**config.mk**
```make
export PLATFORM = sky130hd
export DESIGN_NAME = mem_arbiter
export DESIGN_NICKNAME = d
export VERILOG_FILES = /design/src/rtl/mem_arbiter.sv
export SDC_FILE = /design/constraint.sdc
export NUM_CORES = 1
export LEC_CHECK = 0
export BUFFER_PORTS_ARGS = -buffer_cell sky130_fd_sc_hd__buf_2
export CAP_MARGIN = 40
export CORE_AREA = 5 5 205 207
export CTS_CLUSTER_SIZE = 8
export DETAILED_ROUTE_END_ITERATION = 6
export DIE_AREA = 0 0 210 212
export PLACE_DENSITY = 0.56
export SETUP_SLACK_MARGIN = 0.3
export SLEW_MARGIN = 20
export SYNTH_ARGS = -nofsm -noshare
export SYNTH_HDL_FRONTEND = slang
export SYNTH_SLANG_ARGS = --single-unit
```
**constraint.sdc**
```tcl
create_clock -name ACLK -period 3.4 [get_ports ACLK]
set_input_delay 1.02 -clock ACLK [delete_from_list [all_inputs] [get_ports ACLK]]
set_output_delay 1.02 -clock ACLK [all_outputs]
set_load 0.005 [all_outputs]
```
**src/rtl/mem_arbiter.sv**
```systemverilog
`default_nettype none
// ============================================================================
// Module      : mem_arbiter
// Description : Shares one data-memory port between the IFU (read-only) and
//               the LSU (read/write). LSU has priority with a bounded run.
// Revision    : 1.0 - initial release
// ============================================================================
module mem_arbiter #(
    parameter int ADDR_W      = 64,
    parameter int DATA_W      = 64,
    parameter int MAX_LSU_RUN = 4
) (
    input  logic                ACLK,
    input  logic                ARESETn,

    input  logic                ifu_req,
    input  logic [ADDR_W-1:0]   ifu_addr,
    output logic                ifu_resp_valid,
    output logic [DATA_W-1:0]   ifu_rdata,
    output logic                ifu_stall,

    input  logic                lsu_req,
    input  logic                lsu_we,
    input  logic [ADDR_W-1:0]   lsu_addr,
    input  logic [DATA_W-1:0]   lsu_wdata,
    input  logic [DATA_W/8-1:0] lsu_wmask,
    output logic                lsu_resp_valid,
    output logic [DATA_W-1:0]   lsu_rdata,
    output logic                lsu_stall,

    output logic                mem_req_valid,
    input  logic                mem_req_ready,
    output logic                mem_we,
    output logic [ADDR_W-1:0]   mem_addr,
    output logic [DATA_W-1:0]   mem_wdata,
    output logic [DATA_W/8-1:0] mem_wmask,
    input  logic                mem_resp_valid,
    input  logic [DATA_W-1:0]   mem_rdata
);

    localparam logic [3:0] c_MAX_RUN = 4'(MAX_LSU_RUN);

    typedef enum logic [1:0] {
        S_IDLE  = 2'd0,
        S_ISSUE = 2'd1,
        S_WAIT  = 2'd2
    } state_t;

    state_t                r_state;
    state_t                w_state_nxt;
    logic                  r_own;
    logic [3:0]            r_run_cnt;
    logic                  r_we;
    logic [ADDR_W-1:0]     r_addr;
    logic [DATA_W-1:0]     r_wdata;
    logic [DATA_W/8-1:0]   r_wmask;
    logic [DATA_W-1:0]     r_ifu_rdata;
    logic [DATA_W-1:0]     r_lsu_rdata;
    logic                  r_ifu_resp_valid;
    logic                  r_lsu_resp_valid;

    logic                  w_lsu_win;
    logic                  w_ifu_win;
    logic                  w_resp_take;

    // The IFU only overtakes a waiting LSU once the LSU has used its full run.
    always_comb begin
        w_state_nxt = r_state;
        w_lsu_win   = 1'b0;
        w_ifu_win   = 1'b0;
        w_resp_take = 1'b0;
        case (r_state)
            S_IDLE: begin
                w_lsu_win = lsu_req && !(ifu_req && (r_run_cnt == c_MAX_RUN));
                w_ifu_win = ifu_req && !w_lsu_win;
                if (w_lsu_win || w_ifu_win) begin
                    w_state_nxt = S_ISSUE;
                end
            end
            S_ISSUE: begin
                if (mem_req_ready) begin
                    w_state_nxt = S_WAIT;
                end
            end
            S_WAIT: begin
                if (mem_resp_valid) begin
                    w_resp_take = 1'b1;
                    w_state_nxt = S_IDLE;
                end
            end
            default: w_state_nxt = S_IDLE;
        endcase
    end

    always_ff @(posedge ACLK or negedge ARESETn) begin
        if (!ARESETn) begin
            r_state <= S_IDLE;
        end else begin
            r_state <= w_state_nxt;
        end
    end

    always_ff @(posedge ACLK or negedge ARESETn) begin
        if (!ARESETn) begin
            r_own            <= 1'b0;
            r_run_cnt        <= 4'd0;
            r_we             <= 1'b0;
            r_addr           <= '0;
            r_wdata          <= '0;
            r_wmask          <= '0;
            r_ifu_rdata      <= '0;
            r_lsu_rdata      <= '0;
            r_ifu_resp_valid <= 1'b0;
            r_lsu_resp_valid <= 1'b0;
        end else begin
            r_ifu_resp_valid <= 1'b0;
            r_lsu_resp_valid <= 1'b0;
            if (w_lsu_win) begin
                r_own   <= 1'b1;
                r_we    <= lsu_we;
                r_addr  <= lsu_addr;
                r_wdata <= lsu_wdata;
                r_wmask <= lsu_we ? lsu_wmask : '0;
                if (!ifu_req) begin
                    r_run_cnt <= 4'd0;
                end else if (r_run_cnt < c_MAX_RUN) begin
                    r_run_cnt <= r_run_cnt + 4'd1;
                end
            end else if (w_ifu_win) begin
                r_own     <= 1'b0;
                r_we      <= 1'b0;
                r_addr    <= ifu_addr;
                r_wdata   <= '0;
                r_wmask   <= '0;
                r_run_cnt <= 4'd0;
            end
            // Response is delivered to whoever owned the transaction, even if it dropped req.
            if (w_resp_take) begin
                if (r_own) begin
                    r_lsu_rdata      <= mem_rdata;
                    r_lsu_resp_valid <= 1'b1;
                end else begin
                    r_ifu_rdata      <= mem_rdata;
                    r_ifu_resp_valid <= 1'b1;
                end
            end
        end
    end

    assign mem_req_valid  = (r_state == S_ISSUE);
    assign mem_we         = r_we;
    assign mem_addr       = r_addr;
    assign mem_wdata      = r_wdata;
    assign mem_wmask      = r_wmask;

    assign ifu_resp_valid = r_ifu_resp_valid;
    assign ifu_rdata      = r_ifu_rdata;
    assign ifu_stall      = ifu_req && !r_ifu_resp_valid;
    assign lsu_resp_valid = r_lsu_resp_valid;
    assign lsu_rdata      = r_lsu_rdata;
    assign lsu_stall      = lsu_req && !r_lsu_resp_valid;

endmodule
`default_nettype wire

```
Word-level counts from Yosys, hierarchy flattened
Cells that the tools add are included.
{"block": "op_classes", "n_addsub": 1, "n_lt_le_gt_ge": 1, "n_eq_ne": 7, "muxes": 26, "bitwise": 1, "reduce_logical": 16}
{"cell": "$mux 64", "n": 4}
{"cell": "$mux 8", "n": 3}
{"cell": "$mux 4", "n": 4}
{"cell": "$mux 1", "n": 11}
{"cell": "$mux 2", "n": 3}
{"cell": "$pmux 2 s3", "n": 1}
{"cell": "$reduce_and 2->1", "n": 3}
{"cell": "$logic_and 1x1->1", "n": 5}
{"cell": "$add 4x1->4 const B", "n": 1}
{"cell": "$eq 4x3->1 const B", "n": 1}
{"cell": "$logic_not 1->1", "n": 4}
{"cell": "$lt 4x3->1 const B", "n": 1}
{"cell": "$ne 2x2->1 const B", "n": 2}
{"cell": "$ne 3x2->1 const B", "n": 1}
{"cell": "$reduce_and 3->1", "n": 1}
{"cell": "$eq 2x1->1 const B", "n": 1}
{"cell": "$eq 2x2->1 const B", "n": 1}
{"cell": "$logic_not 2->1", "n": 1}
{"cell": "$ne 2x1->1 const B", "n": 1}
{"cell": "$reduce_bool 2->1", "n": 1}
{"cell": "$logic_or 1x1->1", "n": 1}
{"cell": "$not 1->1", "n": 1}
{"block": "totals", "ff_bits": 274, "in_bits": 271, "output_inout_bits": 270, "wordCells": 63}

Logic depth before layout (Yosys ltp)
Gate-level depths: netlist of the first run.
{"block": "logic_depth", "word_depth": 9, "ltp_mapped": 7, "ltp_nobuf": 5}

Worst setup path before layout of the first run
Ideal clock, no wire load.
{"block": "synth_path", "path_kind": "input-to-output", "startpoint": "input lsu_req", "endpoint": "output lsu_stall", "arrival_ps": 1372, "required_time_ps": 2380, "setup_slack_ps": 1008, "stages": 2, "path_buffers": 1, "path_cell_list": "buf_2 > nor2b_1"}
{"block": "synth_between", "elab_chain_cells": 1}
{"item": "start: declaration", "line_no": "22", "source": "input logic lsu_req,"}
{"item": "$logic_and 1x1->1", "line_no": "161", "source": "assign lsu_stall = lsu_req && !r_lsu_resp_valid;"}
{"item": "end: declaration", "line_no": "29", "source": "output logic lsu_stall,"}
Every way passes these cells.

Final worst setup path of the first run
Same ends and word-level chain as after synthesis.

==> flow_summary_export.csv, run 1 <==
group,metric,value,unit
run_status,status,"complete, no violations",
worst_setup_path,path_max_fanout,12,
cts,clock_sinks,274,
worst_setup_path,slowest_delay,270,ps
place,gp_congestion,0.878,
yosys,synth_fp_nets,1097,
floorplan,die_h,212,um
sta,setup_viol,0,
sta,min_period,2700,ps
cts,cts_tree,"built",
layout,fill_cells,3989,
worst_setup_path,path_cells,"buf_2 > nor2b_1 > buf_2",
yosys,synth_top_cell_by_area,"dfrtp_1",
worst_setup_path,cp.required,2380,ps
worst_setup_path,slowest_stage,"buf_2",
floorplan,placementRows,74,
worst_hold_path,worstHoldPathType,"reg2reg",
grt,grt_pass1_vias,9179,
yosys,synth_area_leaders,"dfrtp_1, mux2_2, inv_1",
cts,cts_resized,0,
yosys,yosys_warnings,0,
routing,wl_per_cell,18.7,um
worst_setup_path,path_delay_family,"buffers and inverters",
layout,nNetsFinal,1655,
sta,setup_tns,0,ps
pwr,peakVddDrop,0.477,mV
worst_setup_path,startpoint_type,"input port",
floorplan,start_util,27.2,%
routing,first_pass_iters,7,
cts,cts-root-buf,"clkbuf_16",
sta,clock.fmax,0.371,GHz
floorplan,coreArea,40200,sq um
yosys,synth_area,10900,sq um
pwr,total_power,13.8,mW
worst_setup_path,critPathCaptureType,"primary output",
sta,tightestPinTransition,711,ps
place,dp_cells,1872,
grt,grtUsageTotal,15.4,%
floorplan,io_pins,541,
sta,finalCritPeriodShare,79.3,%
place,hpwl,26.5,mm
pwr,power_frac_seq,40.3,%
routing,num_vias,8714,
yosys,synth_flop_cell,"dfrtp_1",
cts,cts_hold_buffers,0,
place,portBuffers,540,
sta,timing.slew.headroom,52.4,%
yosys,ys_types,39,
routing,initialDrtViolationCount,777,
cts,clockBufferDepth,3,
yosys,ys_seq_area_share,62.8,%
grt,grt_max_degree,76,
floorplan,die_w,210,um
grt,antenna_found_initial,2,
yosys,ys_seq_elements,274,
yosys,avgSynthCellArea,13.2,sq um
worst_setup_path,worstPathArrival,1680,ps
sta,skew,17.6,ps
cts,htree_num_levels,2,
worst_setup_path,path_class,"in2out",
layout,final_cells,1919,
pwr,netSwitchingFraction,32.1,%
pwr,leakage,8.49,nW
grt,grt_pass1_wl,54.3,mm
pwr,comb_power_share,34.5,%
pwr,p_sw,4.44,mW
sta,hold_viol,0,
layout,area_growth,41.5,%
pwr,intPower,9.39,mW
yosys,synth-edff-count,0,
cts,post_cts_buffers,0,
routing,viasPerCell,4.54,
grt,grt_overflow,0,
pwr,p_per_area,896,nW/um^2
yosys,synth_top_area_share,62.8,%
sta,rsz0062_at_grt,"false",
sta,maxSlewViolCount,0,
floorplan,dieArea,44500,sq um
pwr,clkPwrFrac,25.2,%
worst_setup_path,ff2ff_setup_slack,1360,ps
cts,cts_inserted_buffers,40,
cts,insertion_delay,530,ps
routing,wirelength,35.9,mm
yosys,synth_cells,824,
job,cap_violations,0,
routing,drc,0,
worst_setup_path,crit_top_cell,"buf_2",
routing,ant_nets,0,
yosys,synthArstFlopShare,100,%
cts,path_clk_slew,50,ps
layout,drive_above_1_share,50.5,%
worst_setup_path,crit_buf_inv,2,
[synthesized netlist by cell type, types with 3 or more instances]
cell type,n
a32o_1,8
buf_2,22
a222oi_1,64
a22o_1,65
mux2_2,79
buf_1,5
dfrtp_1,274
inv_1,197
clkbuf_1,15
mux2_1,49
nor2b_1,3
buf_8,6
buf_4,5
[cell usage in the layout, fill, tap and decap left out, drive strengths merged, types with 2 or more instances in the layout]
cell    Yosys  layout
inv       197     199
o21a        2       2
ha          2       2
mux2      128     128
clkbuf     15      42
nor3b       2       2
a22o       65      65
o21ai       2       2
o211ai      2       2
dfrtp     274     274
nor2        2       2
a32o        8       8
nor2b       3       3
diode       0       2
a21oi       3       3
buf        39     570
a31oi       2       2
a222oi     64      64
[routing by layer]
metal	vias to the layer above	part of all wire [%]	GRT usage [%]
met3	67	7.8	4.59
met4	0	3.2	5.83
met2	373	50	26.0
met1	4302	39	18.7
met5	-	0	0
li1	3972	-	-
[state kept, by name, summed over array words and instances, names as in the netlist]
register and flops:
ifu_rdata 64, lsu_rdata 64, mem_addr 64, mem_wdata 64
mem_wmask 8, r_run_cnt 4, r_state 2, ifu_resp_valid 1
lsu_resp_valid 1, mem_we 1, r_own 1
[stage by stage]
step | setup WS [ps] | utilization (%) | area (sq um) | hold WS, ps
after floorplan | 1010 | - | 10900 | 478
after global placement | 708 | 35.8 | 14400 | 462
after detailed placement | 669 | 35.8 | 14400 | 469
after CTS | 699 | 38.4 | 15400 | 458
after global routing | 651 | 38.4 | 15400 | 491
final | 704 | 38.4 | 15400 | 474
[logic make-up after synthesis]
| kind of cell | share of synthesized area (%) |
|---|---|
| xor+xnor | 0.0803 |
| flops | 62.8 |
| fa+ha+maj | 0.229 |
| mux | 13.2 |
| compound gates | 12.8 |
| simple gates | 1.09 |
| buf+inv | 9.74 |
[worst paths after layout]
path | startpoint | end | cells past startpoint
max | lsu_req | lsu_stall | 3
min in group asynchronous | ARESETn | lsu_rdata[40] | 1
min | ifu_rdata[52] | ifu_rdata[52] | 1
max in group asynchronous | ARESETn | mem_wdata[10] | 2
max reg2reg | r_state[0] | ifu_rdata[45] | 4
min reg2reg | ifu_rdata[52] | ifu_rdata[52] | 1
[power groups by stage]
stage / clock (mW) / sequential [mW] / combinational, mW
after CTS: 3.63 / 5.58 / 4.89
after floorplan: 0 / 5.66 / 2.16
after global placement: 0 / 5.57 / 4.78
after detailed placement: 0 / 5.59 / 4.87
after global routing: 3.78 / 5.76 / 5.21
final: 3.49 / 5.57 / 4.77
[final cells by class]
cell class                 instances  area [sq um]  share of cell area (%)
antenna                            2          5.00                  0.0324
clock buffer                      42          1030                    6.67
clock inverter                     3          25.0                   0.162
inverter                         197           739                    4.79
multi-input combinational        299          3020                    19.6
sequential                       274          6860                    44.4
tap                              532           666                    4.31
timing repair buffer             570          3100                    20.1
(Power assumes the default switching activity.)
==> inputs of run 2 (changes only) <==
- CORE_AREA: 5 5 205 207 -> 5 5 207 209
- DIE_AREA: 0 0 210 212 -> 0 0 212 214
- clock period: 3.4 -> 2.75 ns (I/O delays scaled with it)
==> run 2 against run 1 <==
Net effect: the flow now finishes with violations (DRC); non-clock buffer count shrank 5; sequential share of layout area increased by 0.054 points; routed wire length up 0.90%; setup slack lost 210 ps; global-route usage decreased by 0.16 points; critical endpoint is now ifu_stall; register-to-register slack worse by 480 ps; utilization shrank 0.48 points.
==> flow_summary_export.csv, run 2 (synthesis results as in run 1) <==
group,metric,value,unit
run_status,status,"finished with violations",
run_status,violations,"DRC",
pwr,total_power,17.1,mW
grt,antenna_found_initial,5,
floorplan,dieArea,45400,sq um
worst_setup_path,path_class,"in2out",
worst_setup_path,startpoint_type,"input port",
floorplan,die_w,212,um
pwr,peakVddDrop,0.557,mV
cts,cts_inserted_buffers,40,
cts,cts_hold_buffers,0,
routing,ant_nets,0,
grt,grt_max_degree,66,
pwr,intPower,11.6,mW
layout,finish.instance_area,15400,sq um
layout,area_growth,41.3,%
worst_setup_path,crit_buf_inv,3,
pwr,leakage,8.48,nW
cts,cts-root-buf,"clkbuf_16",
worst_hold_path,worstHoldPathType,"in2async",
routing,num_vias,8702,
routing,wirelength,36.2,mm
worst_setup_path,regToRegStartpoint,"r_state[0]",
pwr,netSwitchingFraction,32.0,%
sta,hold_viol,0,
pwr,clkPwrFrac,25.3,%
worst_setup_path,path_delay_family,"buffers and inverters",
pwr,p_per_area,1110,nW/um^2
worst_setup_path,critPathCaptureType,"primary output",
worst_setup_path,slowest_stage,"buf_2",
place,portBuffers,540,
worst_setup_path,rr_worst_depth,4,
pwr,power_frac_seq,40.3,%
layout,nNetsFinal,1650,
layout,final_cell_mix,"buf_2, dfrtp_1, inv_1",
cts,htree_num_levels,2,
worst_setup_path,path_max_fanout,12,
floorplan,placementRows,74,
sta,timing.slew.headroom,66.2,%
sta,skew,8.78,ps
layout,drive_above_1_share,50.3,%
routing,viasPerCell,4.54,
worst_setup_path,cp.required,1930,ps
sta,maxSlewViolCount,0,
worst_setup_path,slowest_delay,230,ps
worst_setup_path,path_cells,"buf_2 > inv_1 > nor2_1 > buf_2",
routing,drc,6,
floorplan,start_util,26.9,%
layout,layout_commonest_cell,"buf_2",
floorplan,io_pins,541,
sta,finalCritPeriodShare,82.2,%
sta,rsz0062_at_grt,"false",
sta,setup_tns,0,ps
cts,cts_tree,"built",
worst_setup_path,worstPathArrival,1430,ps
floorplan,die_h,214,um
place,hpwl,26.9,mm
routing,initialDrtViolationCount,869,
cts,cts_resized,0,
routing,wl_per_cell,18.9,um
worst_setup_path,crit_top_cell,"buf_2",
cts,insertion_delay,530,ps
pwr,comb_power_share,34.4,%
cts,clock_sinks,274,
job,cap_violations,0,
pwr,p_sw,5.48,mW
sta,holdWs,236,ps
cts,path_clk_slew,50,ps
worst_setup_path,ff2ff_setup_slack,880,ps
sta,min_period,2260,ps
worst_setup_path,rr_endpoint,"ifu_rdata[28]",
floorplan,coreArea,40600,sq um
sta,clock.fmax,0.442,GHz
grt,grt_pass1_vias,9383,
sta,tightestPinTransition,506,ps
place,gp_congestion,0.833,
grt,grt_overflow,0,
sta,setup_viol,0,
cts,clockBufferDepth,3,
cts,post_cts_buffers,0,
grt,grtUsageTotal,15.3,%
place,dpl-instance-area,14300,sq um
grt,grt_pass1_wl,55.2,mm
routing,first_pass_iters,7,
[run 2: changes by cell type in the layout (fill, tap and decap cells not counted), sizes merged]
cell	previous run	this run
buf	570	565
diode	2	5
clkbuf	42	43
clkinv	0	1
clkinvlp	1	0
[run 2: layer usage]
metal / vias to the layer above / wire, um / track usage (%)
li1: 3946 / - / -
met1: 4322 / 14300 / 18.5
met2: 373 / 18100 / 25.9
met3: 61 / 2780 / 4.14
met4: 0 / 1070 / 5.69
met5: - / 0 / 0
[run 2: worst reg2reg max path: stages, from the launching register on]
cell and delay, ps:
dfrtp_1 460, nand2b_1 240, nor3b_4 230, buf_12 340
mux2_1 470
[run 2: worst max-delay path by stage]
| stage | to | depth (start not counted) | slack, ps | start |
|---|---|---|---|---|
| detailed placement | mem_addr[59] | 5 | 310 | ifu_req |
| floorplan | lsu_stall | 2 | 750 | lsu_req |
| global route | mem_req_valid | 2 | 430 | r_state[0] |
| finish | ifu_stall | 4 | 490 | ifu_req |
| global placement | mem_addr[60] | 5 | 360 | ifu_req |
| CTS | ifu_stall | 4 | 490 | ifu_req |
[run 2: cell type report]
cell class	count	area, sq um
fillers	4044	25200
clock buffers	43	1040
diodes	5	12.5
well taps	532	666
inverters	197	739
clock inverters	3	22.5
flip-flops and latches	274	6860
repair buffers	565	3060
multi-input cells	299	3020
[run 2: power by group through the flow]
stage	clock [mW]	combinational [mW]	sequential [mW]
6_report	4.34	5.89	6.90
5_1_grt	4.65	6.45	7.13
4_1_cts	4.49	6.02	6.90
3_5_place_dp	0	6.01	6.92
3_3_place_gp	0	5.89	6.88
2_1_floorplan	0	2.67	7.00
[run 2: stage by stage]
stage                     instances  setup slack (ps)  utilization (%)
after global placement         1867               359             35.3
final                          1918               490             37.9
after global routing           1918               429             37.9
after floorplan                 824               748                -
after CTS                      1913               489             37.9
after detailed placement       1867               313             35.3
==> inputs of run 3 (changes only) <==
- ABC_AREA: not set -> 1
- CORE_AREA: 5 5 207 209 -> 5 5 206 208
- DIE_AREA: 0 0 212 214 -> 0 0 211 213
- PLACE_DENSITY: 0.56 -> 0.58
- clock period: 2.75 -> 2.1 ns (I/O delays scaled with it)
==> run 3 against run 2 <==
Net effect: utilization is 2.9 points higher; synthesized cell count is 69% higher; highest routed layer is now met5; final cell count is 29% higher; clock power is 35% higher; clock-buffer cell count stayed put; sequential share of layout area is 2.8 points lower; routed wire length is 17% higher; non-clock buffer count is 28 higher; critical endpoint is now mem_req_valid; the flow now finishes without violations; global-route usage is 2.1 points higher; critical path type is now reg2out; first-iteration DRC count is 8.1% lower.
==> flow_summary_export.csv, run 3 <==
group,metric,value,unit
cts,clock_sinks,274,
routing,drc,0,
sta,timing.slew.headroom,65.9,%
pwr,total_power,24.2,mW
yosys,ys_types,21,
floorplan,die_h,213,um
worst_setup_path,worstPathArrival,1210,ps
sta,min_period,1840,ps
layout,drive_above_1_share,33.7,%
layout,finish.instance_area,16500,sq um
floorplan,start_util,29.0,%
floorplan,placementRows,74,
pwr,p_per_area,1460,nW/um^2
sta,maxSlewViolCount,0,
grt,grtUsageTotal,17.3,%
yosys,synth_top_area_share,58.5,%
worst_hold_path,hold_start,"lsu_wdata[62]",
routing,wirelength,42.5,mm
yosys,synth_cells,1396,
routing,viasPerCell,4.52,
layout,layout_commonest_cell,"buf_2",
yosys,synth_area_leaders,"dfrtp_1, nand2_1, inv_1",
cts,cts-root-buf,"clkbuf_16",
cts,htree_num_levels,2,
cts,path_clk_slew,50,ps
yosys,synth_fp_nets,1669,
grt,grt_busiest_layer,"met2",
layout,area_growth,40.7,%
routing,first_pass_iters,5,
grt,grt_max_degree,69,
cts,cts_tree,"built",
yosys,synthArstFlopShare,100,%
layout,final_cell_mix,"buf_2, nand2_1, dfrtp_1",
grt,use_met2,28.4,%
yosys,yosys_warnings,0,
worst_setup_path,regToRegStartpoint,"r_run_cnt[0]",
grt,grt_pass1_wl,62.4,mm
sta,rsz0062_at_grt,"true",
yosys,synthMostInstantiatedCell,"nand2_1",
worst_setup_path,startpoint_type,"register",
cts,insertion_delay,530,ps
sta,finalCritPeriodShare,87.6,%
run_status,status,"complete, no violations",
job,cap_violations,0,
layout,postLayoutCoreUtil,40.8,%
yosys,synth_common_cells,"nand2_1, dfrtp_1, inv_1",
floorplan,io_pins,541,
worst_setup_path,path_max_fanout,4,
place,gp_congestion,0.825,
grt,grt_pass1_vias,11100,
cts,clockBufferDepth,3,
pwr,peakVddDrop,0.793,mV
sta,hold_viol,0,
sta,holdWs,290,ps
yosys,synth-edff-count,0,
grt,antenna_found_initial,10,
routing,initialDrtViolationCount,799,
yosys,synth_flop_cell,"dfrtp_1",
floorplan,die_w,211,um
grt,grtUsageMet3,6.23,%
worst_setup_path,crit_start,"r_state[1]",
grt,use_met1,21.5,%
floorplan,coreArea,40400,sq um
yosys,synth_area,11700,sq um
place,dpl-instance-area,15100,sq um
pwr,leakage,9.76,nW
routing,ant_nets,0,
yosys,ys_seq_area_share,58.5,%
layout,nNetsFinal,2219,
sta,setup_tns,0,ps
sta,skew,13.4,ps
place,hpwl,30.4,mm
routing,num_vias,11200,
yosys,avgSynthCellArea,8.39,sq um
cts,cts_inserted_buffers,40,
sta,tightestPinTransition,511,ps
sta,clock.fmax,0.543,GHz
worst_setup_path,path_class,"reg2out",
yosys,ys_seq_elements,274,
place,portBuffers,540,
worst_setup_path,cp.required,1470,ps
worst_hold_path,worstHoldPathType,"in2reg",
worst_setup_path,critPathCaptureType,"primary output",
floorplan,dieArea,44900,sq um
grt,grt_overflow,0,
routing,wl_per_cell,17.1,um
sta,setup_viol,0,
yosys,synth_top_cell_by_area,"dfrtp_1",
-- run 3: cell types whose count changed after synthesis, sizes merged, moves of 3 or more --
| cell | delta |
|---|---|
| nand4 | +67 |
| inv | +10 |
| nor2b | -3 |
| a222oi | -64 |
| o21ai | +135 |
| a32o | -8 |
| clkbuf | -8 |
| mux2 | -128 |
| nand2 | +537 |
| buf | +41 |
| a21oi | -3 |
| nor2 | +7 |
| a22o | -65 |
| nand3 | +68 |
-- run 3: final timing paths --
| kind | end | slack, ps | cells after the start |
|---|---|---|---|
| worst max-delay path | mem_req_valid | 260 | 2 |
| worst min-delay path | mem_wdata[62] | 290 | 3 |
| worst max register to register | mem_addr[32] | 420 | 11 |
| worst min register to register | mem_wdata[11] | 470 | 2 |
| max in group asynchronous | mem_wdata[48] | 840 | 3 |
| min in group asynchronous | mem_wdata[62] | 610 | 2 |
-- run 3: report_power, final --
group	leakage, nW	internal [mW]	switching, mW	total (mW)
sequential	3.45	7.84	1.45	9.30
combinational	5.76	3.86	5.13	8.99
clock	0.546	3.65	2.21	5.86
total	9.76	15.4	8.79	24.2
-- run 3: routing by layer --
metal | share of wire (%) | vias to the layer above | routed length, um
met1 | 39 | 5213 | 16800
met2 | 48 | 512 | 20400
met3 | 10 | 75 | 4300
met4 | 2.2 | 16 | 941
met5 | 0.27 | - | 115
li1 | - | 5397 | -
-- run 3: area by class of cell --
cell class | count | area (sq um)
Antenna cell | 2 | 5.00
Clock buffer | 43 | 1060
Clock inverter | 2 | 46.3
Fill cell | 4090 | 23900
Inverter | 207 | 779
Multi-Input combinational cell | 830 | 3660
Sequential cell | 274 | 6860
Tap cell | 532 | 666
Timing Repair Buffer | 593 | 3400
-- run 3: cells by family (layout without fill, tap and decap cells) --
family / after synthesis / after routing / synth area share, %
compound gates: 140 / 140 / 6.05
other cells: 0 / 2 / 0
simple gates: 685 / 687 / 24.3
fa+ha+maj: 2 / 2 / 0.214
flops: 274 / 274 / 58.5
buf+inv: 294 / 845 / 10.8
xor+xnor: 1 / 1 / 0.0748
-- run 3: critical path: stages (launching register included) --
cell and delay, ps:
dfrtp_2 430, nor2_2 120, buf_2 130
-- run 3: per-stage QoR --
step / worst slack [ps] / instances
2_1_floorplan: 348 / 1396
3_3_place_gp: 162 / 2422
3_5_place_dp: 138 / 2422
4_1_cts: 207 / 2470
5_1_grt: 197 / 2482
6_report: 260 / 2483
-- run 3: repair_timing --
| item | CTS | global route |
|---|---|---|
| hold buffers | 1 | 0 |
| buffers inserted | 2 | 5 |
| gates resized for setup | 5 | 9 |
| gates cloned | 0 | 6 |
| pin swaps | 1 | 2 |
| hold endpoints to repair | 11 | 0 |
| setup endpoints to repair | 60 | 177 |
